`src/rtl/lsu_pkg.sv`:
```
// rtl/lsu_pkg.sv - size encodings, FSM state encoding and alignment helper for the load/store unit
//
// Purpose: shared definitions imported by load_store_unit and lsu_byte_lane.
// Contents: SZ_B/SZ_H/SZ_W access-size codes, lsu_state_e FSM states,
//           is_misaligned() alignment check.
package lsu_pkg;

    localparam logic [1:0] SZ_B = 2'd0;
    localparam logic [1:0] SZ_H = 2'd1;
    localparam logic [1:0] SZ_W = 2'd2;

    typedef enum logic [1:0] {
        ST_IDLE  = 2'd0,
        ST_READ  = 2'd1,
        ST_WRITE = 2'd2,
        ST_RESP  = 2'd3
    } lsu_state_e;

    // The reserved size code 3 is reported as a fault rather than guessed at.
    function automatic logic is_misaligned(input logic [1:0] size, input logic [1:0] lo);
        logic mis;
        case (size)
            SZ_B:    mis = 1'b0;
            SZ_H:    mis = lo[0];
            SZ_W:    mis = (lo != 2'b00);
            default: mis = 1'b1;
        endcase
        return mis;
    endfunction

endpackage

```
`src/rtl/load_store_unit_if.sv`:
```
// rtl/load_store_unit_if.sv - core request/response and data-memory signal bundle
//
// Purpose: groups the core-side handshake and the data-memory port.
// Modports: slave  - the load/store unit (accepts requests, drives memory)
//           master - the core/memory environment
// Signals:  io_req_*  core request, io_resp_* completion,
//           io_dmem_* word-wide data-memory port (combinational read).
interface load_store_unit_if #(
    parameter int ADDR_W = 32
);
    logic              io_req_valid;
    logic              io_req_ready;
    logic              io_req_wen;
    logic [1:0]        io_req_size;
    logic              io_req_unsigned;
    logic [ADDR_W-1:0] io_req_addr;
    logic [31:0]       io_req_wdata;

    logic              io_resp_valid;
    logic [31:0]       io_resp_rdata;
    logic              io_resp_misaligned;

    logic [ADDR_W-1:0] io_dmem_addr;
    logic [31:0]       io_dmem_rdata;
    logic              io_dmem_wen;
    logic [31:0]       io_dmem_wdata;

    modport slave (
        input  io_req_valid, io_req_wen, io_req_size, io_req_unsigned,
               io_req_addr, io_req_wdata, io_dmem_rdata,
        output io_req_ready, io_resp_valid, io_resp_rdata, io_resp_misaligned,
               io_dmem_addr, io_dmem_wen, io_dmem_wdata
    );

    modport master (
        output io_req_valid, io_req_wen, io_req_size, io_req_unsigned,
               io_req_addr, io_req_wdata, io_dmem_rdata,
        input  io_req_ready, io_resp_valid, io_resp_rdata, io_resp_misaligned,
               io_dmem_addr, io_dmem_wen, io_dmem_wdata
    );

endinterface

```
`src/rtl/lsu_byte_lane.sv`:
```
// rtl/lsu_byte_lane.sv - combinational store lane merge and load lane extract/extend
//
// Purpose: pure datapath for sub-word accesses on a little-endian 32-bit word.
// Ports: word        in  32  memory word (live read data or buffered copy)
//        wdata       in  32  right-justified store data
//        lane        in  2   low address bits selecting the byte/halfword lane
//        size        in  2   access size (SZ_B/SZ_H/SZ_W)
//        is_unsigned in  1   zero-extend when set, sign-extend otherwise
//        merged      out 32  word to write back for a store
//        extracted   out 32  extended load result
module lsu_byte_lane
    import lsu_pkg::*;
(
    input  logic [31:0] word,
    input  logic [31:0] wdata,
    input  logic [1:0]  lane,
    input  logic [1:0]  size,
    input  logic        is_unsigned,
    output logic [31:0] merged,
    output logic [31:0] extracted
);

    logic [7:0]  byte_sel;
    logic [15:0] half_sel;

    always_comb begin
        merged = wdata;
        case (size)
            SZ_B: begin
                merged = word;
                case (lane)
                    2'd0:    merged[7:0]   = wdata[7:0];
                    2'd1:    merged[15:8]  = wdata[7:0];
                    2'd2:    merged[23:16] = wdata[7:0];
                    default: merged[31:24] = wdata[7:0];
                endcase
            end
            SZ_H: merged = lane[1] ? {wdata[15:0], word[15:0]} : {word[31:16], wdata[15:0]};
            default: merged = wdata;
        endcase
    end

    always_comb begin
        case (lane)
            2'd0:    byte_sel = word[7:0];
            2'd1:    byte_sel = word[15:8];
            2'd2:    byte_sel = word[23:16];
            default: byte_sel = word[31:24];
        endcase
        half_sel = lane[1] ? word[31:16] : word[15:0];
        case (size)
            SZ_B:    extracted = is_unsigned ? {24'd0, byte_sel} : {{24{byte_sel[7]}}, byte_sel};
            SZ_H:    extracted = is_unsigned ? {16'd0, half_sel} : {{16{half_sel[15]}}, half_sel};
            default: extracted = word;
        endcase
    end

endmodule

```
`src/rtl/load_store_unit.sv`:
```
// rtl/load_store_unit.sv - single-outstanding load/store unit with read-modify-write for sub-word stores
//
// Purpose: accepts one core request at a time, performs the word read and/or
//          write on the data memory and returns a one-cycle completion pulse.
// Ports: clock    in  rising-edge clock
//        reset_n  in  asynchronous active-low reset
//        bus      load_store_unit_if.slave (request, response, data memory)
module load_store_unit
    import lsu_pkg::*;
#(
    parameter int ADDR_W = 32
) (
    input  logic                clock,
    input  logic                reset_n,
    load_store_unit_if.slave    bus
);

    lsu_state_e        state;
    logic [ADDR_W-1:0] r_addr;
    logic [1:0]        r_size;
    logic              r_wen;
    logic              r_unsigned;
    logic [31:0]       r_wdata;
    logic [31:0]       word_buf;
    logic              resp_valid;
    logic [31:0]       resp_rdata;
    logic              resp_mis;

    logic [31:0]       lane_word;
    logic [31:0]       merged;
    logic [31:0]       extracted;

    // In READ the live memory word feeds the extractor so the load result can
    // be registered in the same cycle the buffer is filled; in WRITE the
    // buffered copy is merged.
    assign lane_word = (state == ST_READ) ? bus.io_dmem_rdata : word_buf;

    lsu_byte_lane u_lane (
        .word        (lane_word),
        .wdata       (r_wdata),
        .lane        (r_addr[1:0]),
        .size        (r_size),
        .is_unsigned (r_unsigned),
        .merged      (merged),
        .extracted   (extracted)
    );

    always_ff @(posedge clock or negedge reset_n) begin
        if (!reset_n) begin
            state      <= ST_IDLE;
            r_addr     <= '0;
            r_size     <= '0;
            r_wen      <= 1'b0;
            r_unsigned <= 1'b0;
            r_wdata    <= '0;
            word_buf   <= '0;
            resp_valid <= 1'b0;
            resp_rdata <= '0;
            resp_mis   <= 1'b0;
        end else begin
            resp_valid <= 1'b0;
            case (state)
                ST_IDLE: begin
                    if (bus.io_req_valid) begin
                        r_addr     <= bus.io_req_addr;
                        r_size     <= bus.io_req_size;
                        r_wen      <= bus.io_req_wen;
                        r_unsigned <= bus.io_req_unsigned;
                        r_wdata    <= bus.io_req_wdata;
                        if (is_misaligned(bus.io_req_size, bus.io_req_addr[1:0])) begin
                            state      <= ST_RESP;
                            resp_valid <= 1'b1;
                            resp_rdata <= '0;
                            resp_mis   <= 1'b1;
                        end else if (bus.io_req_wen && bus.io_req_size == SZ_W) begin
                            state <= ST_WRITE;
                        end else begin
                            state <= ST_READ;
                        end
                    end
                end
                ST_READ: begin
                    word_buf <= bus.io_dmem_rdata;
                    if (r_wen) begin
                        state <= ST_WRITE;
                    end else begin
                        state      <= ST_RESP;
                        resp_valid <= 1'b1;
                        resp_rdata <= extracted;
                        resp_mis   <= 1'b0;
                    end
                end
                ST_WRITE: begin
                    state      <= ST_RESP;
                    resp_valid <= 1'b1;
                    resp_rdata <= '0;
                    resp_mis   <= 1'b0;
                end
                default: begin
                    state <= ST_IDLE;
                end
            endcase
        end
    end

    assign bus.io_req_ready       = (state == ST_IDLE);
    assign bus.io_resp_valid      = resp_valid;
    assign bus.io_resp_rdata      = resp_rdata;
    assign bus.io_resp_misaligned = resp_mis;

    // Decoded from the state register so reset clears the write strobe at once.
    assign bus.io_dmem_addr  = (state == ST_READ || state == ST_WRITE) ? {r_addr[ADDR_W-1:2], 2'b00} : '0;
    assign bus.io_dmem_wen   = (state == ST_WRITE);
    assign bus.io_dmem_wdata = (state == ST_WRITE) ? merged : '0;

endmodule

```
`src/flat_wrapper.sv`:
```
// flat-port wrapper written by rule: the top's interface ports become plain ports
module load_store_unit_flat import lsu_pkg::*;
#(
    parameter int ADDR_W = 32
)
  (clock, reset_n, bus_io_req_valid, bus_io_req_wen, bus_io_req_size, bus_io_req_unsigned, bus_io_req_addr, bus_io_req_wdata, bus_io_dmem_rdata, bus_io_req_ready, bus_io_resp_valid, bus_io_resp_rdata, bus_io_resp_misaligned, bus_io_dmem_addr, bus_io_dmem_wen, bus_io_dmem_wdata);
  load_store_unit_if #(.ADDR_W(ADDR_W)) bus_i ();
  input  logic clock;
  input  logic reset_n;
  input wire logic [$bits(bus_i.io_req_valid)-1:0] bus_io_req_valid;
  input wire logic [$bits(bus_i.io_req_wen)-1:0] bus_io_req_wen;
  input wire logic [$bits(bus_i.io_req_size)-1:0] bus_io_req_size;
  input wire logic [$bits(bus_i.io_req_unsigned)-1:0] bus_io_req_unsigned;
  input wire logic [$bits(bus_i.io_req_addr)-1:0] bus_io_req_addr;
  input wire logic [$bits(bus_i.io_req_wdata)-1:0] bus_io_req_wdata;
  input wire logic [$bits(bus_i.io_dmem_rdata)-1:0] bus_io_dmem_rdata;
  output wire logic [$bits(bus_i.io_req_ready)-1:0] bus_io_req_ready;
  output wire logic [$bits(bus_i.io_resp_valid)-1:0] bus_io_resp_valid;
  output wire logic [$bits(bus_i.io_resp_rdata)-1:0] bus_io_resp_rdata;
  output wire logic [$bits(bus_i.io_resp_misaligned)-1:0] bus_io_resp_misaligned;
  output wire logic [$bits(bus_i.io_dmem_addr)-1:0] bus_io_dmem_addr;
  output wire logic [$bits(bus_i.io_dmem_wen)-1:0] bus_io_dmem_wen;
  output wire logic [$bits(bus_i.io_dmem_wdata)-1:0] bus_io_dmem_wdata;
  assign bus_i.io_req_valid = bus_io_req_valid;
  assign bus_i.io_req_wen = bus_io_req_wen;
  assign bus_i.io_req_size = bus_io_req_size;
  assign bus_i.io_req_unsigned = bus_io_req_unsigned;
  assign bus_i.io_req_addr = bus_io_req_addr;
  assign bus_i.io_req_wdata = bus_io_req_wdata;
  assign bus_i.io_dmem_rdata = bus_io_dmem_rdata;
  assign bus_io_req_ready = bus_i.io_req_ready;
  assign bus_io_resp_valid = bus_i.io_resp_valid;
  assign bus_io_resp_rdata = bus_i.io_resp_rdata;
  assign bus_io_resp_misaligned = bus_i.io_resp_misaligned;
  assign bus_io_dmem_addr = bus_i.io_dmem_addr;
  assign bus_io_dmem_wen = bus_i.io_dmem_wen;
  assign bus_io_dmem_wdata = bus_i.io_dmem_wdata;
  load_store_unit #(.ADDR_W(ADDR_W)) u_core (.clock(clock), .reset_n(reset_n), .bus(bus_i));
endmodule
```
`config.mk`:
```
export PLATFORM = sky130hd
export DESIGN_NAME = load_store_unit_flat
export DESIGN_NICKNAME = d
export VERILOG_FILES = /design/src/rtl/lsu_pkg.sv /design/src/rtl/load_store_unit_if.sv /design/src/rtl/lsu_byte_lane.sv /design/src/rtl/load_store_unit.sv /design/src/flat_wrapper.sv
export SDC_FILE = /design/constraint.sdc
export NUM_CORES = 1
export LEC_CHECK = 0
export ABC_AREA = 1
export CORE_UTILIZATION = 40
export DETAILED_ROUTE_END_ITERATION = 8
export PLACE_DENSITY = 0.67
export SLEW_MARGIN = 20
export SYNTH_ARGS = -nofsm -noshare
export SYNTH_HDL_FRONTEND = slang
export SYNTH_SLANG_ARGS = --single-unit
```
`constraint.sdc`:
```
create_clock -name clock -period 5 [get_ports clock]
set_input_delay 1 -clock clock [delete_from_list [all_inputs] [get_ports clock]]
set_output_delay 1 -clock clock [all_outputs]
set_load 0.03 [all_outputs]
```
Word level (Yosys, flattened, before mapping). Index checks and enable logic that the tools add are counted.

Input port bits: 103. Bits in latches: 0. Memory bits (writable): 0. Output and inout bits: 100. Word-level logic and storage cells: 65. Memories kept: 0. Memory bits (read-only): 0. Register bits after elaboration: 136.

Magnitude comparators: 0. Bitwise gates (word level): 0. $add $sub $neg: 0. Shift-type cells: 0. $mul: 0. Div/mod/pow operators: 0. Reductions and logical operators: 11. Muxes and demuxes: 34. Eq/ne operators: 10.

Operator list (number): 32-bit 2-to-1 mux (9); 32-bit case mux with 2 select lines (2); 32-bit case mux with 3 select lines (1); 8-bit 2-to-1 mux (4); 8-bit case mux with 3 select lines (1); 16-bit 2-to-1 mux (1); 1-bit 2-to-1 mux (9); 1-bit case mux with 3 select lines (3); 2-bit by 1-bit == test with 1-bit output (second input constant) (4); 2-bit logical NOT (4); 2-bit == test (second input constant) (3); 2-bit 2-to-1 mux (3); 2-bit case mux with 3 select lines (1); 2-bit != test (second input constant) (2); 4-bit AND reduction (1); 3-bit nonzero test (1); 3-bit OR reduction (1); 2-bit by 1-bit != test with 1-bit output (second input constant) (1); 2-bit AND reduction (1); 2-bit nonzero test (1); 1-bit logical AND (1); 1-bit logical OR (1).

Logic depth before layout (Yosys ltp). Gate-level depths: netlist of run 1.

Word-level depth: 7. Depth in mapped cells: 13.

Modules after synthesis. Synthesis of run 1 repeated with hierarchy kept, for this count alone.

Cells, all modules: 940. Area, all modules: 7798.7 um^2.

By module, submodules not included: load_store_unit (cells each 536, times used 1, area an instance 5868.1 um^2, sequential area each 3403.3 um^2); lsu_byte_lane (cells each 404, times used 1, area an instance 1930.6 um^2, sequential area each 0.0 um^2).

Least setup slack after synthesis of run 1. No wires, ideal clock.

Kind: input to output. Start point: input bus_io_dmem_rdata[0]. End point: output bus_io_dmem_wdata[0]. Arrival time: 2.077 ns. Slack: 1.923 ns. Stages on the path: 6. Path buffers: 0. Cells stage by stage: inv_1 > nand2_1 > o21ai_0 > o21ai_0 > nor2_1 > a211oi_1.

Cells in the longest elaborated chain, start to end: 4. Elaborated cells between the ends (all ways): 5. Classes of those cells: mux: 5.

RTL lines: start, declared (RTL line flat_wrapper.sv:16) `input wire logic [$bits(bus_i.io_dmem_rdata)-1:0] bus_io_dmem_rdata;`; 32-bit 2-to-1 mux * (RTL line load_store_unit.sv:36) `assign lane_word = (state == ST_READ) ? bus.io_dmem_rdata : word_buf;`; 32-bit 2-to-1 mux or 8-bit 2-to-1 mux (tied branches) (RTL line lsu_byte_lane.sv:38, lsu_byte_lane.sv:31); 32-bit case mux with 2 select lines * (RTL line lsu_byte_lane.sv:28) `case (size)`; 32-bit 2-to-1 mux * (RTL line load_store_unit.sv:114) `assign bus.io_dmem_wdata = (state == ST_WRITE) ? merged : '0;`; end, declared (RTL line flat_wrapper.sv:23) `output wire logic [$bits(bus_i.io_dmem_wdata)-1:0] bus_io_dmem_wdata;`.

Mark *: on every way between the ends. The rest lies on a longest branch, timed or not.

Worst setup path after layout of run 1.
Start point: register u_core.r_size[1]. End point: output bus_io_dmem_wdata[2].

Cells in the longest elaborated chain, start to end: 3. Elaborated cells between the ends (all ways): 4. Classes of those cells: eq/ne: 1; mux: 2; reduce/logical: 1.

RTL lines: start, declared (RTL line load_store_unit.sv:20) `logic [1:0] r_size;`; start signal, assigned (RTL line load_store_unit.sv:66) `r_size <= bus.io_req_size;`; 2-bit by 1-bit == test with 1-bit output or 2-bit logical NOT (tied branches) (RTL line lsu_byte_lane.sv:28); 32-bit case mux with 2 select lines * (RTL line lsu_byte_lane.sv:28); 32-bit 2-to-1 mux * (RTL line load_store_unit.sv:114).

Marked as above.

==> impl_metrics.tcl, run 1 <==
set metrics [dict create \
    ant_nets 0 \
    routed-via-count 7108 \
    fin_crit_ps 4380 \
    peakVddDrop_mv 0.373 \
    io_pins 203 \
    via_per_inst 5.00 \
    ys_ff_latch 136 \
    synth_largest_area_cell "dfrtp_1" \
    routedWlPerCell_um 15.9 \
    drt-initial-drc-count 475 \
    seq_area_frac_synth_pct 44.5 \
    gr-usage-met2_pct 34.2 \
    placed_area_mm2 0.00970 \
    postCtsSetupBuffers 0 \
    post-route-drc-count 0 \
    fp.dieH_um 140 \
    fin_area_mm2 0.0103 \
    antenna_found_initial 0 \
    cp-start-kind "register" \
    first_pass_iters 5 \
    io_buffers 200 \
    hpwl_um 16200 \
    critPathMaxFanout 23 \
    synth_edf_count 0 \
    ys_warn_count 0 \
    syn-cell-area_mm2 0.00764 \
    netlist_instances 1002 \
    grt.overflow.total 0 \
    worst-slew-pin-transition_ps 1050 \
    hp-class "reg -> reg" \
    worstSkewPairLatency_ps 420 \
    cts_tree "built" \
    nets 1281 \
    yosysTopAreaCellShare_pct 44.5 \
    synthArstFlopShare_pct 100 \
    diodes 0 \
    grtUsageMet1_pct 32.9 \
    end_kind "output port" \
    fmax_ghz 0.228 \
    clkSinkCount 136 \
    relSlewSlack_pct 29.8 \
    cts_buffers 17 \
    cts_buffer_depth 2 \
    synth.avg_cell_area_um2 7.63 \
    use_met3_pct 8.14 \
    clockRootBuffer "clkbuf_16" \
    synthTopCellsByCount "nand2_1, dfrtp_1, inv_1" \
    crit_path_max_incr_delay_ps 960 \
    grt_pass1_wl_um 36200 \
    area_growth_pct 35.0 \
    final-hold-violation-count 0 \
    crit_chain "nor2_4 -> inv_2 -> nor2_1 -> a221oi_1 -> clkdlybuf4s50_1" \
    critPathArrivalTime_ps 3380 \
    finalSetupViolations 0 \
    crit_slowest_cell "dfrtp_1" \
    whs_ps 475 \
    ys.flop_type "dfrtp_1" \
    status "completed" \
    crit_buf_inv 2 \
    seqCellArea_mm2 0.00340 \
    drive_gt1_share_pct 9.10 \
    place_ws_ps 965 \
    htree_levels 4 \
    worstSetupPathType "reg -> out" \
    yosysMostFrequentCell "nand2_1" \
    grt_pass1_vias 6769 \
    rows 50 \
    die_w_um 140 \
    ys_top_cells_by_area "dfrtp_1, nand2_1, mux2_2" \
    grt_max_degree 104 \
    worst_slack_ps 622 \
    drv_slew 0 \
    crit_family "buffers and inverters" \
    totalWireLength_um 22600 \
    start_util_pct 40.9 \
    holdBufCountCts 0 \
    final_util_pct 55.2 \
    place_congestion 0.903 \
    ys_types 33 \
    finalCritPeriodShare_pct 87.6 \
    worst_clock_skew_ps 6.40 \
    max_cap_viol_count 0 \
    die_area_mm2 0.0197 \
    crit_required_ps 4000 \
    fillCellCount 1772 \
    busiest_layer "met2" \
    powerDensity_mw_per_mm2 782 \
    ctsResizeCount 0 \
    multi_input_area_mm2 0.00344 \
    grt_use_total_pct 23.8 \
    clk_pin_slew_ps 60 \
    leakage_nw 5.11 \
    rsz0062_at_grt "no" \
    fp.coreArea_mm2 0.0187 \
    fin_tns_setup_ps 0 \
]
-- cell families (layout without fill, tap and decap cells) --
group	Yosys count	in the layout	synth area share (%)
AOI/OAI and AO/OA	194	194	13.9
DFF	136	136	44.5
other	1	2	0.0491
adders and majority gates	4	4	0.655
buffers and inverters	187	371	10.6
muxes	46	46	6.78
and+or+nand+nor	434	434	23.5
-- state kept, by name, indices dropped and copies added (netlist names) --
name                           count
u_core.bus.io_resp_misaligned      1
u_core.bus.io_resp_rdata          32
u_core.bus.io_resp_valid           1
u_core.r_addr                     32
u_core.r_size                      2
u_core.r_unsigned                  1
u_core.r_wdata                    32
u_core.r_wen                       1
u_core.state                       2
u_core.word_buf                   32
-- stage by stage --
stage               total power [mW]  instances
floorplan                       5.16       1003
global placement                6.71       1389
detailed placement              6.75       1389
CTS                             8.12       1421
global route                    8.66       1421
finish                          8.08       1421
-- layout by cell type (no fill, tap or decap), types with 3 or more instances in the layout --
cell type / synthesis / routed
a211oi_1: 5 / 5
a21oi_1: 69 / 69
a221oi_1: 3 / 3
a31oi_1: 9 / 9
and2_1: 12 / 12
buf_4: 11 / 9
bufinv_16: 0 / 3
clkbuf_16: 0 / 17
clkdlybuf4s50_1: 0 / 199
clkinv_4: 0 / 4
clkinvlp_4: 0 / 3
dfrtp_1: 136 / 135
ha_1: 4 / 3
inv_1: 125 / 125
inv_2: 5 / 5
mux2_2: 46 / 46
nand2_1: 273 / 272
nand3_1: 36 / 36
nand3_2: 4 / 4
nor2_1: 92 / 92
nor2_4: 3 / 3
nor3_1: 7 / 7
o211ai_1: 13 / 13
o21a_1: 7 / 7
o21ai_0: 70 / 70
o21ai_1: 13 / 13
o22ai_1: 5 / 5
-- worst min-delay path, delay by kind of cell (launching register included) --
family / cells / cell delay [ps]
AND/OR/NAND/NOR: 2 / 100
flip-flops: 1 / 340
-- final timing paths --
| kind | start | to | slack [ps] | depth (start not counted) |
|---|---|---|---|---|
| min in group asynchronous | reset_n | u_core.bus.io_resp_rdata[28] | 660 | 1 |
| min reg2reg | u_core.bus.io_resp_rdata[27] | u_core.bus.io_resp_rdata[27] | 480 | 2 |
| max in group asynchronous | reset_n | u_core.r_addr[9] | 3220 | 2 |
| max reg2reg | u_core.r_size[1] | u_core.bus.io_resp_rdata[3] | 2690 | 7 |
| min | u_core.bus.io_resp_rdata[27] | u_core.bus.io_resp_rdata[27] | 480 | 2 |
| max | u_core.r_size[1] | bus_io_dmem_wdata[2] | 620 | 5 |
-- power by group --
| group | internal (mW) | total [mW] | switching [mW] |
|---|---|---|---|
| registers | 1.64 | 1.94 | 0.306 |
| logic | 1.76 | 4.81 | 3.05 |
| clock network | 0.816 | 1.32 | 0.509 |
| total | 4.22 | 8.08 | 3.86 |
-- layer usage --
metal / vias up / share of wire [%]
met4: 0 / 2.4
met1: 3249 / 45
li1: 3530 / -
met5: - / 0
met3: 31 / 9.7
met2: 298 / 43
-- cell type report --
type	count	share of cell area, %
clock buffers	19	4.39
well taps	234	2.84
multi-input cells	680	33.3
flip-flops and latches	136	33.0
repair buffers	209	20.1
clock inverters	13	1.65
inverters	130	4.73
No activity file was read; power rests on OpenSTA's default activity.
==> run 2, diff against run 1 <==
- SKIP_LAST_GASP: unset -> 1
==> results of run 2 <==
Final layout, timing and power as in run 1 (identical DEF).
